$ cat config.mk
export PLATFORM = sky130hd
export DESIGN_NAME = alu_pipeline_hs
export DESIGN_NICKNAME = d
export VERILOG_FILES = /design/src/rtl/alu_pipeline_hs.sv
export SDC_FILE = /design/constraint.sdc
export NUM_CORES = 1
export LEC_CHECK = 0
export ABC_AREA = 1
export BUFFER_PORTS_ARGS = -buffer_cell sky130_fd_sc_hd__buf_2
export CAP_MARGIN = 5
export CORE_ASPECT_RATIO = 0.7
export CORE_MARGIN = 10
export CORE_UTILIZATION = 40
export CTS_BUF_LIST = sky130_fd_sc_hd__clkbuf_4
export DETAILED_ROUTE_END_ITERATION = 6
export GPL_ROUTABILITY_DRIVEN = 1
export HOLD_SLACK_MARGIN = 0.03
export PLACE_DENSITY = 0.68
export SETUP_SLACK_MARGIN = 0.1
export SYNTH_ARGS = -nofsm -noshare
export SYNTH_HDL_FRONTEND = slang
export SYNTH_SLANG_ARGS = --single-unit
export TNS_END_PERCENT = 50
$ cat constraint.sdc
create_clock -name clk -period 2.67 [get_ports clk]
set_clock_uncertainty 0.05 [all_clocks]
set_input_delay 0.534 -clock clk [delete_from_list [all_inputs] [get_ports clk]]
set_output_delay 0.534 -clock clk [all_outputs]
set_load 0.005 [all_outputs]
$ cat src/rtl/alu_pipeline_hs.sv
// Elastic three-stage ALU pipeline with valid/ready handshake: res = (op1 OPA op2) OPB op1.
// Optional registered zero/negative flags are enabled by defining ALU_PIPE_FLAGS_EN.

module alu #(
  parameter int DWIDTH = 8
) (
  input  logic [1:0]        sel_i,
  input  logic [DWIDTH-1:0] a_i,
  input  logic [DWIDTH-1:0] b_i,
  output logic [DWIDTH-1:0] y_o
);
  always_comb begin
    y_o = '0;
    case (sel_i)
      2'b00:   y_o = a_i + b_i;
      2'b01:   y_o = a_i - b_i;
      2'b10:   y_o = a_i & b_i;
      default: y_o = a_i | b_i;
    endcase
  end
endmodule

module reg_rst #(
  parameter int WIDTH = 1
) (
  input  logic             clk,
  input  logic             rst,
  input  logic             en_i,
  input  logic [WIDTH-1:0] d_i,
  output logic [WIDTH-1:0] q_o
);
  always_ff @(posedge clk) begin
    if (rst)       q_o <= '0;
    else if (en_i) q_o <= d_i;
  end
endmodule

module alu_pipeline_hs #(
  parameter int DWIDTH = 8
) (
  input  logic              clk,
  input  logic              rst,
  input  logic              in_valid_i,
  output logic              in_ready_o,
  input  logic [DWIDTH-1:0] op1_i,
  input  logic [DWIDTH-1:0] op2_i,
  input  logic [1:0]        sela_i,
  input  logic [1:0]        selb_i,
  output logic              out_valid_o,
  input  logic              out_ready_i,
  output logic [DWIDTH-1:0] res_o,
  output logic              zero_o,
  output logic              neg_o
);
  logic [2:0] v;
  logic [2:0] v_next;
  logic [2:0] rdy;

  logic [DWIDTH-1:0] s1_op1, s1_op2, s2_op1, s2_ra;
  logic [1:0]        s1_sela, s1_selb, s2_selb;
  logic [DWIDTH-1:0] ra, rb;

  // A stage is free when empty or when its downstream moves this cycle.
  assign rdy[2] = ~v[2] | out_ready_i;
  assign rdy[1] = ~v[1] | rdy[2];
  assign rdy[0] = ~v[0] | rdy[1];

  assign v_next      = {v[1], v[0], in_valid_i};
  assign in_ready_o  = rdy[0];
  assign out_valid_o = v[2];

  generate
    for (genvar gi = 0; gi < 3; gi++) begin : g_valid
      reg_rst #(.WIDTH(1)) u_v (
        .clk  (clk),
        .rst  (rst),
        .en_i (rdy[gi]),
        .d_i  (v_next[gi]),
        .q_o  (v[gi])
      );
    end
  endgenerate

  reg_rst #(.WIDTH(2*DWIDTH+4)) u_s1 (
    .clk  (clk),
    .rst  (rst),
    .en_i (rdy[0]),
    .d_i  ({op1_i, op2_i, sela_i, selb_i}),
    .q_o  ({s1_op1, s1_op2, s1_sela, s1_selb})
  );

  alu #(.DWIDTH(DWIDTH)) u_alu_a (
    .sel_i (s1_sela),
    .a_i   (s1_op1),
    .b_i   (s1_op2),
    .y_o   (ra)
  );

  reg_rst #(.WIDTH(2*DWIDTH+2)) u_s2 (
    .clk  (clk),
    .rst  (rst),
    .en_i (rdy[1]),
    .d_i  ({ra, s1_op1, s1_selb}),
    .q_o  ({s2_ra, s2_op1, s2_selb})
  );

  alu #(.DWIDTH(DWIDTH)) u_alu_b (
    .sel_i (s2_selb),
    .a_i   (s2_ra),
    .b_i   (s2_op1),
    .y_o   (rb)
  );

  reg_rst #(.WIDTH(DWIDTH)) u_s3 (
    .clk  (clk),
    .rst  (rst),
    .en_i (rdy[2]),
    .d_i  (rb),
    .q_o  (res_o)
  );

`ifdef ALU_PIPE_FLAGS_EN
  reg_rst #(.WIDTH(2)) u_flags (
    .clk  (clk),
    .rst  (rst),
    .en_i (rdy[2]),
    .d_i  ({rb == '0, rb[DWIDTH-1]}),
    .q_o  ({zero_o, neg_o})
  );
`else
  assign zero_o = 1'b0;
  assign neg_o  = 1'b0;
`endif
endmodule

==> results.json, run 1 <==
{
  "status": "finished, final reports clean",
  "crit_chain": "inv_1 -> ha_1 -> inv_1 -> nor3_1 -> inv_1 -> o31ai_2 -> xor2_1 -> inv_1 -> ha_4 -> nand2_1 -> inv_1 -> nand2_1 -> nand2_1 -> a21oi_2 -> inv_1 -> nand2_1 -> nand3_1 -> a21oi_1",
  "netlist_instances": 461,
  "rows": 27,
  "grt_max_degree": 34,
  "fin_util_pct": 44.7,
  "wl_um": 8470,
  "synth.distinct_cells": 31,
  "hold_path_class": "in2reg",
  "worstSetupStartpoint": "u_s1.q_o[4]",
  "place_inst": 580,
  "criticalPathCategory": "reg2reg",
  "viasPerCell": 5.35,
  "grt_antenna_before_repair": 0,
  "pre_cts_ws_ps": 238,
  "drt-initial-drc-count": 228,
  "antennaDiodeCount": 0,
  "fill_cells": 817,
  "cts_buffers": 5,
  "fmaxAchievable_mhz": 425,
  "yosys-top-cells-area": "dfxtp_1 (31%), a21oi_1 (11%), nand2_1 (9.6%)",
  "globalRouteTotalUtil_pct": 14.0,
  "power_density_nw_per_um2": 520,
  "overflow": 0,
  "netlist_area_um2": 3210,
  "cts_hold_buf": 0,
  "slew_viol_final": 0,
  "finalSetupViolCount": 0,
  "hold_start": "in_valid_i",
  "area_growth_pct": 9.04,
  "grt_pass1_vias": 2898,
  "synth.largest_area_cell": "dfxtp_1",
  "slew-limit-headroom_pct": 56.4,
  "path_common_cell": "inv_1",
  "core_area_um2": 7840,
  "postRouteAntennaNets": 0,
  "crit_family": "compound AO/OA/AOI/OAI gates",
  "worstPathRequired_ps": 2950,
  "cts_tree": "yes",
  "synth_top_area_share_pct": 30.6,
  "syn-mean-instance-area_um2": 6.96,
  "regArea_um2": 990,
  "die_h_um": 95.0,
  "multiInputGateArea_um2": 1860,
  "timing.final.crit_share_pct": 88.2,
  "slowest_delay_ps": 390,
  "start_kind": "flop",
  "layout_commonest_cell": "nand2_1",
  "drive_gt1_share_pct": 13.9,
  "fin_crit_ps": 2350,
  "worst_pin_slew_ps": 653,
  "drv_cap": 0,
  "cts.path.max_buffers": 2,
  "drc": 0,
  "ys_ff_latch": 49,
  "clock_latency_ps": 390,
  "crit_path_end_kind": "flop",
  "cts_root_buf": "clkbuf_4",
  "yosysSeqAreaShare_pct": 30.6,
  "crit_fanout": 5,
  "yosys_warnings": 0,
  "cts_sinks": 49,
  "clk_pin_slew_worst_paths_ps": 160,
  "dpl.hpwl_um": 6470,
  "gp_congestion": 0.969,
  "vias": 3150,
  "grt_first_pass_wirelength_um": 14100,
  "htree_levels": 2,
  "rsz0062_at_grt": "true",
  "hold_ws_ps": 312,
  "numPortBuffers": 33,
  "slowest_stage": "dfxtp_4",
  "nNetsFinal": 533,
  "setup_tns_ps": 0,
  "hold_violations": 0,
  "final_cells": 589,
  "worst-path-buf-inv": 6,
  "chipWidth_um": 127,
  "dieArea_um2": 12100,
  "wl_per_cell_um": 14.4,
  "layout_common_cells": "nand2_1 (82), a21oi_1 (71), inv_1 (65)",
  "fin_ws_ps": 316,
  "first_pass_iters": 5,
  "ios": 36,
  "reg2reg_from": "u_s1.q_o[4]",
  "arrival_ps": 2630,
  "peakVddDrop_mv": 0.214,
  "p_leak_nw": 1.69,
  "floorplan.initialDensity_pct": 41.0
}
routing by layer:
layer  global-route usage [%]  wire length (um)
met1                     20.9              4270
met2                     19.5              3420
met3                     3.02               699
met4                     3.78                85
met5                        0                 0
tightest hold or removal path, delay by kind of cell:
family,cells,cell delay (ps)
buf+inv,2,140
compound gates,1,50
Yosys cell counts:
cell type and n:
xor2_1 10, clkbuf_1 6, conb_1 1, a31oi_1 7, nor2_1 16, o21a_1 2, dfxtp_1 49, inv_6 2
nand2_2 2, nand4_1 4, ha_1 20, nor2_4 1, nand2_1 82, o31ai_2 2, buf_2 3, buf_6 7
a21oi_1 73, or2_2 5, inv_1 65, o21ai_0 40, fa_1 2, a41oi_1 2, nand3_1 36, o21bai_1 4
buf_4 4, nand2_4 2, inv_4 1, a221oi_1 1, nor3_1 6, a311oi_1 2, nand3b_1 4
layout make-up:
cell class,count,area share [%]
multi-input combinational,325,53.0
sequential,49,28.3
inverter,68,7.65
timing repair buffer,38,5.79
tap,101,3.61
clock buffer,5,1.07
clock inverter,3,0.572
timing repair:
| action | in CTS | in global routing |
|---|---|---|
| buffers inserted | 0 | 1 |
| resized for setup | 0 | 10 |
| setup endpoints to repair | 0 | 3 |
stage by stage:
stage,power (mW),cell area [um2]
6_report,1.82,3500
5_1_grt,1.96,3500
4_1_cts,1.81,3450
3_5_place_dp,1.43,3390
3_3_place_gp,1.42,3390
2_1_floorplan,1.28,3210
state kept, by name, summed over array words and instances (netlist names):
register and count:
u_s1.q_o 20, u_s2.q_o 18, u_s3.q_o 8, g_valid.u_v.q_o 3
report_power, final:
part	switching, mW	leakage (nW)	internal (mW)
Clock	0.273	0.0292	0.104
Combinational	0.343	1.25	0.240
Sequential	0.0631	0.408	0.799
kinds of logic (layout without fill, tap and decap cells):
logic type	after synthesis	in the layout	share of synthesized area [%]
AO/OA/AOI/OAI	133	133	22.5
AND/OR/NAND/NOR	158	158	22.1
XOR/XNOR	10	10	2.73
adder cells (fa/ha/maj)	22	22	9.04
flip-flops	49	49	30.6
buffers and inverters	88	114	12.9
other	1	2	0.117
path summary, 6_finish.rpt:
check                           cells after the start                  to  slack, ps
worst max register to register                     18        u_s2.q_o[17]        320
worst min-delay path                                3  g_valid[0].u_v.q_o        310
worst max-delay path                               18        u_s2.q_o[17]        320
worst min register to register                      2         u_s1.q_o[1]        440
No activity file was read; power rests on OpenSTA's default activity.
==> run 2: changes to the inputs <==
--- a/config.mk
+++ b/config.mk
@@ -5,7 +5,7 @@
 export SDC_FILE = /design/constraint.sdc
 export NUM_CORES = 1
 export LEC_CHECK = 0
-export ABC_AREA = 1
+export ABC_AREA = 0
 export BUFFER_PORTS_ARGS = -buffer_cell sky130_fd_sc_hd__buf_2
 export CAP_MARGIN = 5
 export CORE_ASPECT_RATIO = 0.7
==> results.json, run 2 <==
{
  "criticalPathCategory": "reg2reg",
  "yosysSeqAreaShare_pct": 32.4,
  "cts_tree": "yes",
  "worstPathRequired_ps": 2970,
  "drt-initial-drc-count": 247,
  "yosys_warnings": 0,
  "die_h_um": 92.8,
  "ys_ff_latch": 49,
  "viasPerCell": 5.42,
  "synth.distinct_cells": 45,
  "status": "finished, final reports clean",
  "cts.path.max_buffers": 2,
  "yosys-top-cells-area": "dfxtp_1 (32%), a21oi_1 (8.9%), nand2_1 (8.7%)",
  "globalRouteTotalUtil_pct": 14.0,
  "hold_violations": 0,
  "core_area_um2": 7320,
  "power_density_nw_per_um2": 540,
  "setup_tns_ps": 0,
  "layout_common_cells": "nand2_1 (70), a21oi_1 (54), dfxtp_1 (43)",
  "synth_most_common_cell": "nand2_1",
  "synth_ff_type": "dfxtp_1",
  "fin_crit_ps": 2490,
  "ios": 36,
  "crit_fanout": 6,
  "netlist_instances": 394,
  "drive_gt1_share_pct": 18.5,
  "cts_sinks": 49,
  "ys_top_cells_by_count": "nand2_1 (70), a21oi_1 (54), dfxtp_1 (49)",
  "synth_edf_count": 0,
  "overflow": 0,
  "layout_commonest_cell": "nand2_1",
  "grt_pass1_vias": 2727,
  "synth.largest_area_cell": "dfxtp_1",
  "rows": 26,
  "p_leak_nw": 1.43,
  "synth_top_area_share_pct": 32.4,
  "arrival_ps": 2790,
  "dpl.hpwl_um": 5900,
  "fill_cells": 755,
  "reg_top3": "u_s1.q_o: 20 flops, u_s2.q_o: 18 flops, u_s3.q_o: 8 flops",
  "peakVddDrop_mv": 0.232,
  "grt_first_pass_wirelength_um": 13200,
  "cts_buffers": 5,
  "clk_pin_slew_worst_paths_ps": 150,
  "worst_pin_slew_ps": 590,
  "syn-mean-instance-area_um2": 7.68,
  "finalSetupViolCount": 0,
  "slew-limit-headroom_pct": 60.6,
  "numPortBuffers": 33,
  "crit_family": "compound AO/OA/AOI/OAI gates",
  "rsz0062_at_grt": "true",
  "floorplan.initialDensity_pct": 41.3,
  "synth-async-reset-ratio_pct": 0,
  "wl_per_cell_um": 15.2,
  "slew_viol_final": 0,
  "first_pass_iters": 4,
  "vias": 2838,
  "htree_levels": 2,
  "dieArea_um2": 11500,
  "drv_cap": 0,
  "crit_chain": "inv_1 -> ha_1 -> mux2_2 -> inv_1 -> ha_1 -> nor2b_1 -> o31a_1 -> o21ai_0 -> mux2i_1 -> and3_1",
  "largest_reg_flops": 20,
  "slowest_stage": "dfxtp_2",
  "fmaxAchievable_mhz": 401,
  "grt_antenna_before_repair": 0,
  "cts_hold_buf": 0,
  "area_growth_pct": 12.4,
  "drc": 0,
  "antennaDiodeCount": 0,
  "chipWidth_um": 124,
  "power_mw": 1.84,
  "grt_max_degree": 43,
  "hold_path_class": "in2reg",
  "nNetsFinal": 471,
  "wl_um": 7960,
  "gp_congestion": 0.914,
  "slowest_delay_ps": 420,
  "netlist_area_um2": 3030,
  "r2r_slack_ps": 180,
  "top_register": "u_s1.q_o",
  "clock_latency_ps": 390,
  "postRouteAntennaNets": 0,
  "start_kind": "flop",
  "crit_path_end_kind": "flop",
  "timing.final.crit_share_pct": 93.4,
  "worst-path-buf-inv": 2,
  "cts_root_buf": "clkbuf_4"
}
-- run 2: cell types whose count changed after synthesis, moves of 12 or more --
cell / before / now
nand2_1: 82 / 70
nor2_1: 16 / 36
xnor2_1: 0 / 16
o21ai_0: 40 / 19
inv_1: 65 / 14
nand3_1: 36 / 2
a21oi_1: 73 / 54
-- run 2: where the power goes --
part	internal, mW	leakage [nW]	switching, mW
logic	0.292	0.984	0.303
registers	0.802	0.409	0.0630
clock network	0.116	0.0360	0.260
-- run 2: worst paths after layout --
check / from / end / cells after the start
setup / recovery: u_s2.q_o[3] / u_s3.q_o[5] / 10
hold / removal: rst / u_s3.q_o[1] / 2
setup reg to reg: u_s2.q_o[3] / u_s3.q_o[5] / 10
hold reg to reg: u_s3.q_o[2] / u_s3.q_o[2] / 2
-- run 2: worst register-to-register path: stages, from the launching register on --
cell     delay, ps
dfxtp_2        420
inv_1           70
ha_1           280
mux2_2         300
inv_1           60
ha_1           210
nor2b_1        140
o31a_1         280
o21ai_0        280
mux2i_1        210
and3_1         150
-- run 2: through the flow --
stage          hold WS (ps)  utilization [%]  area, um2  setup slack [ps]  instances
3_5_place_dp            397             44.6       3260              76.9        511
4_1_cts                 295             45.4       3320              82.4        519
6_report                297             46.5       3400               177        524
3_3_place_gp            393             44.6       3260               117        511
2_1_floorplan           382                -       3030               128        395
5_1_grt                 302             46.5       3400              51.7        524
-- run 2: per-layer routing --
metal,vias up,GRT usage (%),wire [um]
met5,-,0,0
met4,0,4.21,127
met3,12,3.15,545
met2,81,20.2,3210
met1,1338,20.0,4070
li1,1407,-,-
-- run 2: kinds of logic after synthesis --
group | count (synthesis) | synth area share, %
other | 1 | 0.124
AOI/OAI and AO/OA | 97 | 18.2
DFF | 49 | 32.4
buffers and inverters | 42 | 6.66
xor gates and xnor gates | 17 | 4.92
adders and majority gates | 32 | 12.9
and+or+nand+nor | 148 | 22.0
muxes | 8 | 2.77
-- run 2: repair_timing --
| action | 4_1_cts | 5_1_grt |
|---|---|---|
| gates resized for setup | 2 | 16 |
| setup buffers | 0 | 5 |
| pin swaps | 0 | 4 |
| endpoints found under the setup margin | 4 | 7 |
-- run 2: final cells by class --
| type | instances | area [um2] | area share (%) |
|---|---|---|---|
| clock buffers | 6 | 45.0 | 1.32 |
| inverters | 15 | 56.3 | 1.66 |
| repair buffers | 50 | 293 | 8.61 |
| multi-input cells | 304 | 1880 | 55.3 |
| well taps | 98 | 123 | 3.61 |
| clock inverters | 2 | 13.8 | 0.405 |
| flip-flops and latches | 49 | 991 | 29.1 |
